**src/rtl/lbus_poly_if.sv**
```systemverilog
// ---------------------------------------------------------------------------
// lbus_poly_if
//
// Local-bus slave in front of the polynomial core. The host performs
// two-cycle transfers: an address cycle (lbus_wrn=1) followed by a data
// cycle (lbus_wrn=0). In the data cycle, lbus_rdn=1 commits a write and
// lbus_rdn=0 performs a read. Writes land in a register file of NWORD
// 32-bit coefficient words, accessed as 16-bit halves. Reads return
// control/status, coefficients or core results.
//
// Ports
//   clk        in   bus clock, everything on the rising edge
//   rst        in   synchronous active-high reset
//   lbus_di_a  in   16-bit address (address cycle) / data (data cycle)
//   lbus_wrn   in   1 = address cycle
//   lbus_rdn   in   0 in a data cycle = read request
//   lbus_do    out  registered read data
//   coef_o     out  NWORD packed coefficient words (word k at [32k+31:32k])
//   start_o    out  one-cycle start pulse to the core
//   busy_i     in   core busy
//   done_i     in   one-cycle completion pulse from the core
//   res_i      in   NWORD packed result words, same packing as coef_o
//
// State table
//   state  | meaning
//   S_IDLE | no address latched; data cycles are ignored
//   S_ADDR | address latched; next non-address cycle is the data cycle
// ---------------------------------------------------------------------------
module lbus_poly_if #(
    parameter int          NWORD          = 7,
    parameter logic [15:0] ADDR_CTRL      = 16'h0002,
    parameter logic [15:0] ADDR_COEF      = 16'h0100,
    parameter logic [15:0] ADDR_COEF_LAST = 16'h0110,
    parameter logic [15:0] ADDR_RES       = 16'h0180
) (
    input  logic                  clk,
    input  logic                  rst,
    input  logic [15:0]           lbus_di_a,
    input  logic                  lbus_wrn,
    input  logic                  lbus_rdn,
    output logic [15:0]           lbus_do,
    output logic [32*NWORD-1:0]   coef_o,
    output logic                  start_o,
    input  logic                  busy_i,
    input  logic                  done_i,
    input  logic [32*NWORD-1:0]   res_i
);

    localparam int IW = (NWORD > 1) ? $clog2(NWORD) : 1;

    typedef enum logic {
        S_IDLE = 1'b0,
        S_ADDR = 1'b1
    } state_t;

    state_t        r_state;
    state_t        w_state_nxt;

    logic [15:0]   r_addr;
    logic [15:0]   r_do;
    logic          r_start;
    logic          r_done_flag;
    logic [31:0]   r_coef [NWORD];

    logic [31:0]   w_res [NWORD];

    logic          w_wr_commit;
    logic          w_rd_commit;

    logic          w_ctrl_hit;
    logic          w_coef_hit;
    logic [IW-1:0] w_coef_idx;
    logic          w_coef_hi;
    logic          w_res_hit;
    logic [IW-1:0] w_res_idx;
    logic          w_res_hi;

    logic          w_ctrl_wr;
    logic          w_start_acc;
    logic          w_clear;
    logic [15:0]   w_rd_data;

    for (genvar g = 0; g < NWORD; g++) begin : g_pack
        assign w_res[g]             = res_i[32*g +: 32];
        assign coef_o[32*g +: 32]   = r_coef[g];
    end

    // ---------------------------------------------------------------
    // FSM: state register
    // ---------------------------------------------------------------
    always_ff @(posedge clk) begin
        if (rst) begin
            r_state <= S_IDLE;
        end else begin
            r_state <= w_state_nxt;
        end
    end

    // ---------------------------------------------------------------
    // FSM: next state. An address cycle always (re)enters S_ADDR, so a
    // second consecutive address cycle simply replaces the first.
    // ---------------------------------------------------------------
    always_comb begin
        w_state_nxt = r_state;
        if (lbus_wrn) begin
            w_state_nxt = S_ADDR;
        end else if (r_state == S_ADDR) begin
            w_state_nxt = S_IDLE;
        end
    end

    // ---------------------------------------------------------------
    // FSM: outputs (commit strobes). Read wins over write.
    // ---------------------------------------------------------------
    always_comb begin
        w_wr_commit = 1'b0;
        w_rd_commit = 1'b0;
        if (r_state == S_ADDR && !lbus_wrn) begin
            if (!lbus_rdn) begin
                w_rd_commit = 1'b1;
            end else begin
                w_wr_commit = 1'b1;
            end
        end
    end

    // ---------------------------------------------------------------
    // Address decode on the latched address, full 16-bit compare.
    // Coefficient words 0..NWORD-2 are contiguous from ADDR_COEF; the
    // last word sits on its own at ADDR_COEF_LAST.
    // ---------------------------------------------------------------
    always_comb begin
        w_ctrl_hit = (r_addr == ADDR_CTRL);
        w_coef_hit = 1'b0;
        w_coef_idx = '0;
        w_coef_hi  = 1'b0;
        w_res_hit  = 1'b0;
        w_res_idx  = '0;
        w_res_hi   = 1'b0;

        for (int k = 0; k < NWORD - 1; k++) begin
            if (r_addr == ADDR_COEF + 16'(2*k)) begin
                w_coef_hit = 1'b1;
                w_coef_idx = IW'(k);
                w_coef_hi  = 1'b0;
            end
            if (r_addr == ADDR_COEF + 16'(2*k + 1)) begin
                w_coef_hit = 1'b1;
                w_coef_idx = IW'(k);
                w_coef_hi  = 1'b1;
            end
        end
        if (r_addr == ADDR_COEF_LAST) begin
            w_coef_hit = 1'b1;
            w_coef_idx = IW'(NWORD - 1);
            w_coef_hi  = 1'b0;
        end
        if (r_addr == ADDR_COEF_LAST + 16'd1) begin
            w_coef_hit = 1'b1;
            w_coef_idx = IW'(NWORD - 1);
            w_coef_hi  = 1'b1;
        end

        for (int k = 0; k < NWORD; k++) begin
            if (r_addr == ADDR_RES + 16'(2*k)) begin
                w_res_hit = 1'b1;
                w_res_idx = IW'(k);
                w_res_hi  = 1'b0;
            end
            if (r_addr == ADDR_RES + 16'(2*k + 1)) begin
                w_res_hit = 1'b1;
                w_res_idx = IW'(k);
                w_res_hi  = 1'b1;
            end
        end
    end

    // ---------------------------------------------------------------
    // Control write decode. A start is only accepted while the core is
    // idle; a busy core silently drops it.
    // ---------------------------------------------------------------
    always_comb begin
        w_ctrl_wr   = w_wr_commit && w_ctrl_hit;
        w_start_acc = w_ctrl_wr && lbus_di_a[0] && !busy_i;
        w_clear     = w_ctrl_wr && lbus_di_a[2];
    end

    // ---------------------------------------------------------------
    // Read mux
    // ---------------------------------------------------------------
    always_comb begin
        w_rd_data = 16'h0000;
        if (w_ctrl_hit) begin
            w_rd_data = {14'b0, r_done_flag, busy_i};
        end else if (w_coef_hit) begin
            w_rd_data = w_coef_hi ? r_coef[w_coef_idx][31:16]
                                  : r_coef[w_coef_idx][15:0];
        end else if (w_res_hit) begin
            w_rd_data = w_res_hi ? w_res[w_res_idx][31:16]
                                 : w_res[w_res_idx][15:0];
        end
    end

    // ---------------------------------------------------------------
    // Datapath registers
    // ---------------------------------------------------------------
    always_ff @(posedge clk) begin
        if (rst) begin
            r_addr      <= 16'h0000;
            r_do        <= 16'h0000;
            r_start     <= 1'b0;
            r_done_flag <= 1'b0;
            for (int k = 0; k < NWORD; k++) begin
                r_coef[k] <= 32'h0;
            end
        end else begin
            if (lbus_wrn) begin
                r_addr <= lbus_di_a;
            end

            if (w_rd_commit) begin
                r_do <= w_rd_data;
            end

            // Data cycles are at least two cycles apart, so this can
            // never produce a pulse two cycles in a row.
            r_start <= w_start_acc;

            // done_i has priority over the clear from an accepted start.
            if (done_i) begin
                r_done_flag <= 1'b1;
            end else if (w_start_acc) begin
                r_done_flag <= 1'b0;
            end

            if (w_clear) begin
                for (int k = 0; k < NWORD; k++) begin
                    r_coef[k] <= 32'h0;
                end
            end else if (w_wr_commit && w_coef_hit) begin
                if (w_coef_hi) begin
                    r_coef[w_coef_idx][31:16] <= lbus_di_a;
                end else begin
                    r_coef[w_coef_idx][15:0]  <= lbus_di_a;
                end
            end
        end
    end

    assign lbus_do = r_do;
    assign start_o = r_start;

endmodule

```
**config.mk**
```make
export PLATFORM = sky130hd
export DESIGN_NAME = lbus_poly_if
export DESIGN_NICKNAME = d
export VERILOG_FILES = /design/src/rtl/lbus_poly_if.sv
export SDC_FILE = /design/constraint.sdc
export NUM_CORES = 1
export LEC_CHECK = 0
export BUFFER_PORTS_ARGS = -buffer_cell sky130_fd_sc_hd__clkbuf_2
export CORE_AREA = 4 4 187 189
export DETAILED_ROUTE_END_ITERATION = 16
export DIE_AREA = 0 0 191 193
export HOLD_SLACK_MARGIN = 0.02
export PLACE_DENSITY = 0.74
export SLEW_MARGIN = 5
export SYNTH_ARGS = -nofsm -noshare
export SYNTH_HDL_FRONTEND = slang
export SYNTH_SLANG_ARGS = --single-unit
```
**constraint.sdc**
```tcl
create_clock -name clk -period 3.4 [get_ports clk]
set_clock_uncertainty 0.1 [all_clocks]
set_input_delay 0.68 -clock clk [delete_from_list [all_inputs] [get_ports clk]]
set_output_delay 0.68 -clock clk [all_outputs]
set_load 0.03 [all_outputs]
```
# [Word-level counts from Yosys, hierarchy flattened]
# Memory sizes are Yosys's and may differ from the RTL's.
# Cells that the tools add are included.
[classes] magnitude_cmp=1 n_eq_ne=29 n_mux=118 n_bitwise=8 n_reduce_logical=10
[op_table] operator="16-bit by 9-bit equality test with 1-bit output (second input constant)" n=28
[op_table] operator="32-bit 2-to-1 mux" n=10
[op_table] operator="32-bit binary-select mux with 3-bit select" n=1
[op_table] operator="16-bit 2-to-1 mux" n=5
[op_table] operator="1-bit 2-to-1 mux" n=78
[op_table] operator="3-bit 2-to-1 mux" n=23
[op_table] operator="32-bit OR reduction" n=1
[op_table] operator="16-bit by 2-bit equality test with 1-bit output (second input constant)" n=1
[op_table] operator="1-bit bitwise OR" n=7
[op_table] operator="1-bit logical AND" n=6
[op_table] operator="4-bit >= comparator (second input constant)" n=1
[op_table] operator="3-bit NOT with 4-bit output" n=1
[op_table] operator="1-bit zero test" n=2
[op_table] operator="2-bit 2-to-1 mux" n=1
[op_table] operator="2-bit nonzero test" n=1
[word_totals] ff_bits=35 mem_bits_rw=224 in_bits=246 out_inout_bits=241 word_cells=172 memories=1
[memory_table] name="r_coef" words=7 width=32 rd=8 rd_ports_with_merged_regs=0 wr=7 line="63" rtl="logic [31:0] r_coef [NWORD];"

# [Longest topological paths before layout]
[logic_depth] ltp_word=22 ltp_mapped=11 depth_no_buf=7

# [Worst setup path before layout]
# No wires, ideal clock.
[synth_path] path_type="register to register" startpoint="reg r_addr[4]" endpoint="mem r_coef[3][0], enable pin" setup_ps=411 arrival_time_ps=2975 required_time_ps=2889 slack_ps=-86 stages_incl_launch_ff=8 n_path_buf=3 period_less_slack_ps=3486 cell_sequence="dfxtp_1 or4_1 buf_4 nor4_4 buf_6 buf_6 nand2_2 o21ai_0"
[synth_lines] element="from (decl)" line="59" rtl="logic [15:0] r_addr;"
[synth_lines] element="from (signal assigned)" line="218" rtl="r_addr <= lbus_di_a;"
[synth_lines] element="to (decl)" line="63"

==> results.py <==
metrics = {
    "clock_tree": {
        "clockRootBuffer": "clkbuf_16",
        "clk_pin_slew_ps": 70,
        "clockBufferDepth": 3,
        "clock_latency_ps": 550,
        "hold_buffers": 0,
        "post_cts_resized": 1,
        "numCtsBuffers": 28,
        "cts_tree": "yes",
        "htreeDepth": 1,
        "cts.sinks": 259,
        "post-cts-setup-buffer-count": 0,
    },
    "power": {
        "power_mw": 7.627,
        "p_leak_nw": 7.512,
        "internal_power_mw": 5.534,
        "switching_share": 0.2745,
        "p_sw_mw": 2.094,
        "clkPwrFrac": 0.387,
        "power_density_mw_per_mm2": 415.2,
        "p_seq_frac": 0.479,
        "comb_power_share": 0.135,
        "peakVddDrop_mv": 0.4472,
    },
    "worst_setup_path": {
        "timing.rr.start": "r_addr[15]",
        "critical_path_class": "flip-flop to flip-flop",
        "cp-end-kind": "flip-flop",
        "reg2reg_depth": 7,
        "cp.required_ps": 3540,
        "worstReg2RegEnd": "r_coef[1][24]",
        "crit_arrival_ps": 3370,
        "start_kind": "flip-flop",
        "r2r_setup_slack_ps": 170,
        "path_max_fanout": 17,
        "worstPathCellList": "or4b_1 > nor2_4 > and2_1 > nand4_4 > nor3_2 > nand2b_1 > buf_4",
        "critPathMaxStageDelay_ps": 820,
        "slowest_stage": "nor3_2",
    },
    "die": {
        "ios": 487,
        "core_sq_mm": 0.03328,
        "start_util": 0.4278,
        "die_x_um": 191,
        "rows": 67,
        "fp.dieArea_sq_mm": 0.03686,
        "die_h_um": 193,
    },
    "logic_synthesis": {
        "syn-num-nets": 1528,
        "async_flop_share": 0,
        "synth_cells": 1282,
        "yosys.area.top_type_share": 0.4724,
        "ys_warn_count": 0,
        "seq_area_frac_synth": 0.5216,
        "synth-edff-count": 224,
        "ys_types": 72,
        "avgSynthCellArea_sq_um": 11.11,
        "yosys.area.top_type": "edfxtp_1",
        "syn_area_sq_mm": 0.01424,
        "synth-seq-cells": 259,
        "ys.flop_type": "edfxtp_1",
        "synth.top_cells.by_area": "edfxtp_1 (47%), and2_1 (9.9%), mux2i_1 (7.0%)",
    },
    "placement": {
        "dp_hpwl_um": 51630,
        "placed_cell_area_sq_mm": 0.01746,
        "io_buffers": 486,
        "gp_congestion": 1.029,
    },
    "final_layout": {
        "final_common_cell": "clkbuf_2",
        "fin_util": 0.5519,
        "area_growth_pct": 29.01,
        "drive_gt1_frac": 0.3728,
        "nets": 2021,
        "fillCellCount": 2996,
        "final_cell_area_sq_mm": 0.01837,
        "most-common-layout-cells": "clkbuf_2 (486), and2_1 (226), edfxtp_1 (224)",
    },
    "timing": {
        "whs_ps": 241.8,
        "finalSetupViolCount": 0,
        "fin_crit_sh": 0.9513,
        "fmax_ghz": 0.3092,
        "rsz0062_at_grt": "no",
        "slew_viol_final": 0,
        "worst_pin_slew_ps": 1047,
        "relSlewSlack": 0.2843,
        "finalHoldViolations": 0,
        "period_needed_ps": 3234,
        "setup-tns-final_ps": 0,
    },
    "global_route": {
        "grt_pass1_vias": 13295,
        "grt_overflow_total": 0,
        "grt_pass1_wl_um": 90690,
        "antenna_found_initial": 10,
        "grt.total_usage": 0.3354,
        "grt_max_degree": 60,
    },
    "worst_hold_path": {
        "hold_path_class": "input pin to flip-flop",
        "hold_end": "r_done_flag",
        "min_from": "done_i",
        "hold_path_depth": 3,
    },
    "routing": {
        "dr.pass1.iters": 6,
        "ant_nets": 0,
        "first_iter_violations": 1556,
        "routed_wl_um": 65580,
        "avgRoutedWirePerCell_um": 29.08,
        "drc": 0,
        "vias": 13589,
        "vias_per_cell": 6.026,
    },
    "outcome": {
        "status": "complete, no violations",
    },
    "flow_run": {
        "maxCapViolCount": 0,
    },
}
-- through the flow --
stage | setup WS (ps) | cells
after CTS | 175.0 | 2245
after detailed placement | 15.21 | 2193
after global placement | 98.39 | 2193
after global routing | 61.14 | 2255
final | 165.7 | 2255
after floorplan | -86.25 | 1282
-- area by class of cell --
| type | count | area, sq um | area share |
|---|---|---|---|
| clock inverter | 23 | 172.7 | 0.009400 |
| timing repair buffer | 575 | 3163 | 0.1722 |
| antenna | 10 | 25.02 | 0.001362 |
| multi-input combinational | 895 | 6255 | 0.3405 |
| inverter | 16 | 60.06 | 0.003270 |
| clock buffer | 29 | 704.4 | 0.03835 |
| tap | 448 | 560.5 | 0.03052 |
| sequential | 259 | 7428 | 0.4044 |
-- power by group through the flow --
stage	registers (mW)	logic [mW]	clock network, mW
global placement	3.71	1.01	0
floorplan	3.87	0.329	0
detailed placement	3.72	1.01	0
CTS	3.65	1.01	2.97
finish	3.65	1.03	2.95
global route	3.66	1.08	3.11
-- synth_stat cells, types with 4 or more instances --
master and n:
and2_1 226, edfxtp_1 224, mux2i_1 99, o21ai_0 90
clkbuf_1 61, nand3_1 57, nor2_1 44, a221oi_1 40
dfxtp_1 35, o22ai_1 30, nand2_1 28, buf_2 27
o211ai_1 26, a31oi_1 19, nor3_1 17, a211oi_1 16
inv_1 16, nand2b_1 16, nand4_1 16, a22oi_1 15
a21oi_1 13, a221o_1 13, and3_1 10, nor2_2 10
o2bb2ai_1 10, buf_4 8, buf_1 6, mux2_2 6
buf_6 5, nor2b_1 5, or3_1 5, clkbuf_2 4
nor3_2 4, nor3_4 4, nor3b_1 4, nor4_4 4
nor4b_1 4, o2111ai_1 4
-- worst max-delay path: cells and delay by family, from the launching register on --
kind / cells / cell delay, ps
buf+inv: 1 / 240
flops: 1 / 390
simple gates: 6 / 2180
-- flip-flops by register name, indices dropped and copies added (netlist names) --
| signal | count |
|---|---|
| r_state | 1 |
| lbus_do | 16 |
| r_addr | 16 |
| start_o | 1 |
| r_coef | 224 |
| r_done_flag | 1 |
-- per-layer routing --
layer  track usage  wire (um)
met1        0.4063      23610
met2        0.5817      32190
met3       0.07202       6700
met4        0.1442       3085
met5             0          0
-- logic make-up after synthesis --
kind of cell | synth area share
compound gates | 0.1485
flops | 0.5216
mux | 0.07434
simple gates | 0.2135
buf+inv | 0.04200
-- how the worst max path moves through the flow --
stage | start | endpoint | cells past startpoint
after detailed placement | r_addr[11] | lbus_do[10] | 9
after CTS | r_addr[11] | lbus_do[3] | 8
after floorplan | r_addr[4] | r_coef[3][0] | 7
after global routing | r_addr[4] | r_coef[1][26] | 7
final | r_addr[15] | r_coef[1][24] | 7
after global placement | r_addr[11] | lbus_do[10] | 9
No activity file was read; power rests on OpenSTA's default activity.
